### config.mk
export PLATFORM = sky130hd
export DESIGN_NAME = shift_register
export DESIGN_NICKNAME = d
export VERILOG_FILES = /design/src/rtl/shift_register.sv
export SDC_FILE = /design/constraint.sdc
export NUM_CORES = 1
export LEC_CHECK = 0
export ABC_CLOCK_PERIOD_IN_PS = 1110
export CAP_MARGIN = 40
export CORE_AREA = 4 4 86 88
export DETAILED_ROUTE_END_ITERATION = 10
export DIE_AREA = 0 0 90 92
export GPL_ROUTABILITY_DRIVEN = 0
export PLACE_DENSITY = 0.78
export SYNTH_ARGS = -nofsm -noshare
export SYNTH_HDL_FRONTEND = slang
export SYNTH_SLANG_ARGS = --single-unit
export TNS_END_PERCENT = 10
### constraint.sdc
create_clock -name clk -period 1.11 [get_ports clk]
set_input_delay 0.222 -clock clk [delete_from_list [all_inputs] [get_ports clk]]
set_output_delay 0.222 -clock clk [all_outputs]
set_load 0.01 [all_outputs]
### src/rtl/shift_register.sv
// Persistence filter: `on` asserts once `in` has been sampled high on N consecutive clock edges.
// Optional build macro SHIFT_REGISTER_FILL_COUNT_EN adds a saturating fill_count output.
module shift_register #(
    parameter int N = 128
) (
    input  logic                       clk,
    input  logic                       reset,
    input  logic                       in,
    output logic                       on
`ifdef SHIFT_REGISTER_FILL_COUNT_EN
    ,
    output logic [$clog2(N+1)-1:0]     fill_count
`endif
);

    logic [N-1:0] sr;

    // A loop rather than a slice-concatenation keeps N == 1 legal.
    always_ff @(posedge clk or negedge reset) begin
        if (!reset) begin
            sr <= '0;
        end else begin
            sr[0] <= in;
            for (int k = 1; k < N; k++) begin
                sr[k] <= sr[k-1];
            end
        end
    end

    assign on = &sr;

`ifdef SHIFT_REGISTER_FILL_COUNT_EN
    localparam int CW = $clog2(N+1);
    localparam logic [CW-1:0] FULL = CW'(N);

    // Tracks the same run length the shift register holds, so it reaches FULL exactly when on is 1.
    always_ff @(posedge clk or negedge reset) begin
        if (!reset) begin
            fill_count <= '0;
        end else if (!in) begin
            fill_count <= '0;
        end else if (fill_count != FULL) begin
            fill_count <= fill_count + 1'b1;
        end
    end
`endif

endmodule

======== After elaboration in Yosys (flattened, before gate mapping) ========
Cells that the tools add are included.
word-level totals
  register bits ........................... 128
  logic and storage cells ................. 2
  input port bits ......................... 3
  output and inout bits ................... 1
operators by class
  reductions and logical operators ........ 1
operator list
  kind                   number
  128-bit AND reduction  1

======== Longest topological paths before layout ========
  depth in word-level cells ............... 1
  depth in mapped cells ................... 4
  mapped depth without buffers ............ 4

======== Worst setup path before layout ========
Ideal clock, no wire load.
  path kind ............................... reg-to-output
  start point ............................. reg sr[126]
  end point ............................... out on
  buffers on the path ..................... 0
  arrival ................................. 0.963 ns
  required time ........................... 0.888 ns
  stages on the path, launching flop included .. 5
  slack ................................... -0.075 ns
  cell sequence ........................... dfrtp_1 > nand4_1 > nor4_1 > nand4_1 > nor2_1
between the ends
  longest elaborated chain between the ends .. 1
ends and longest elaborated chain
  what                              RTL line  text
  start: declaration                16        logic [N-1:0] sr;
  start signal: indexed assignment  25        sr[k] <= sr[k-1];
  128-bit AND reduction             30        assign on = &sr;
  end: declaration                  9         output logic on
Every way passes these cells.

======== Final worst setup path ========
  start point ............................. reg sr[121]
  end point ............................... out on
Same word-level chain as after synthesis.

==> impl_metrics.tcl <==
set metrics [dict create \
    yosysUniqueCellTypes 5 \
    slowest_delay_ns 0.36 \
    synth-edff-count 0 \
    synth_flop_cell "dfrtp_1" \
    power_density_nw_per_um2 2240 \
    reg_top3 "sr (128)" \
    drtAntennaViolNets 0 \
    r2r_cells 2 \
    final_cells 324 \
    critPathSlowestCell "dfrtp_1" \
    cts_root_buf "clkbuf_8" \
    core_area_um2 6640 \
    grt_pass1_wl_um 10400 \
    cp.arrival_ns 1.79 \
    required_ns 0.89 \
    relSlewSlack 0.795 \
    clock_path_buffers 2 \
    vias 1662 \
    drive_gt1_frac 0.320 \
    ir_drop_v 0.00114 \
    worstPathBufferInverterCount 1 \
    largest_reg_flops 128 \
    grt_max_degree 47 \
    power_leakage_nw 2.17 \
    tritoncts "built" \
    synthAdderAreaFrac 0 \
    period_needed_ns 2.01 \
    synth_compound_area_frac 0 \
    place.port_buffers 3 \
    fin_ws_ns -0.904 \
    num-nets-final 234 \
    post-route-drc-count 0 \
    synthTopCellsByArea "dfrtp_1 92%, nand4_1 6.1%, nor4_1 1.3%" \
    fp.dieW_um 90 \
    yosysSeqAreaShare 0.922 \
    finalHoldViolations 0 \
    drv_slew 0 \
    largest_register "sr" \
    row_count 30 \
    synthesis.nets 174 \
    die_y_um 92 \
    syn2layout_area_growth_pct 29.8 \
    fmax_mhz 496 \
    async_flop_share 1.00 \
    fin_tns_setup_ns -0.904 \
    diodes 0 \
    synth_top_area_frac 0.922 \
    viasPerCell 5.13 \
    clkLatencyLatePin_ns 0.51 \
    routedWlPerCell_um 19.1 \
    initial_core_util 0.523 \
    dieArea_um2 8280 \
    path_clk_slew_ns 0.06 \
    critPathCaptureType "primary output" \
    period_share 1.81 \
    first_pass_iters 6 \
    synth_commonest_cells "128 x dfrtp_1, 34 x nand4_1, 7 x nor4_1, 1 x nor2_1, 1 x nor4_2" \
    cp_top_family "simple AND/OR/NAND/NOR gates" \
    cp-start-kind "flop" \
    grt_pass1_vias 1912 \
    fin_util 0.679 \
    grt_util_all_layers 0.176 \
    synthSimpleGateAreaFrac 0.0785 \
    cp_common_cell "nand4_1" \
    synthMuxAreaShare 0 \
    synth_area_um2 3480 \
    synth-seq-cells 128 \
    ys_warn_count 0 \
    cts_made_buffers 17 \
    dpl.hpwl_um 3450 \
    status "complete, but fails checks" \
    path_depth 5 \
    path_cells "nand4_1 -> nor4_1 -> nand4_1 -> nor2_2 -> buf_2" \
    worstSetupPathType "reg -> out" \
    grt_antenna_before_repair 0 \
    wirelength_um 6180 \
    drt_iter0_drc 57 \
    skew_ns 0.00509 \
    synthXorXnorAreaFrac 0 \
    place_ws_ns -0.886 \
    yosysTopAreaCell "dfrtp_1" \
    ios 4 \
    tightest_slew_ns 0.305 \
    finalSetupViolations 1 \
    synth_top_family_by_area "simple AND/OR/NAND/NOR gates" \
    cap_violations 0 \
    synth.most_common_cell "dfrtp_1" \
    htreeDepth 4 \
    overflow 0 \
    rsz0062_at_grt "yes" \
    cts.sinks 128 \
    syn_area_per_cell_um2 20.3 \
    hold-worst-slack_ns 0.135 \
    synthCells 171 \
    worstPathMaxFanout 2 \
    violations "negative setup slack" \
    dpl.cell_count 287 \
    min_path_type "in -> async" \
]
-- worst paths after layout --
path,from,to,slack [ns]
setup / recovery,sr[121],on,-0.90
hold / removal,reset,sr[125],0.14
setup reg to reg,sr[107],sr[108],0.34
hold reg to reg,sr[77],sr[78],0.37
max in group asynchronous,reset,sr[48],0.46
min in group clk,in,sr[0],0.14
-- stage by stage --
stage / total power [W] / instance area (um2)
3_5_place_dp: 0.00505 / 3880
6_report: 0.0101 / 4510
4_1_cts: 0.0102 / 4500
5_1_grt: 0.0105 / 4510
3_3_place_gp: 0.00504 / 3880
2_1_floorplan: 0.00488 / 3480
-- cells in the final DEF, fill, tap and decap left out, drive strengths merged --
cell type and instances:
nor4 8, nor2 1, nand4 34, clkinvlp 4, buf 39, dlygate4sd3 1, clkinv 6, clkbuf 20
dfrtp 128, inv 1, bufinv 1, clkdlybuf4s50 1
-- report_power, final --
part	switching (W)	total (W)	leakage, nW	internal, W
Combinational	0.000101	0.000156	0.227	0.0000547
Clock	0.00199	0.00514	0.269	0.00314
Sequential	0.0000598	0.00482	1.67	0.00476
-- final cells by class --
cell class	count	area [um2]
sequential	128	3200
fill	415	2130
clock buffer	20	455
timing repair buffer	41	335
multi-input combinational	43	307
clock inverter	12	110
tap	80	100
-- cells by family after synthesis --
group and count (synthesis):
flip-flops 128, AND/OR/NAND/NOR 43
-- routing by layer --
layer,up-vias,GRT usage,share of wire,wire (um)
met5,-,0,0,0
met4,0,0.0689,0.0095,59
met3,7,0.0730,0.033,205
met2,23,0.273,0.50,3110
met1,888,0.224,0.45,2810
li1,744,-,-,-
-- worst reg2reg max path, stage by stage, from the launching register on --
cell	delay [ns]
dfrtp_1	0.40
buf_4	0.14
buf_4	0.13
-- repair_timing --
action,in CTS,in global routing
setup buffers,3,1
resized for setup,8,1
hold buffers,1,0
endpoints found under the hold margin,128,0
pin swaps,7,4
endpoints found under the setup margin,1,1
(Power assumes the default switching activity.)
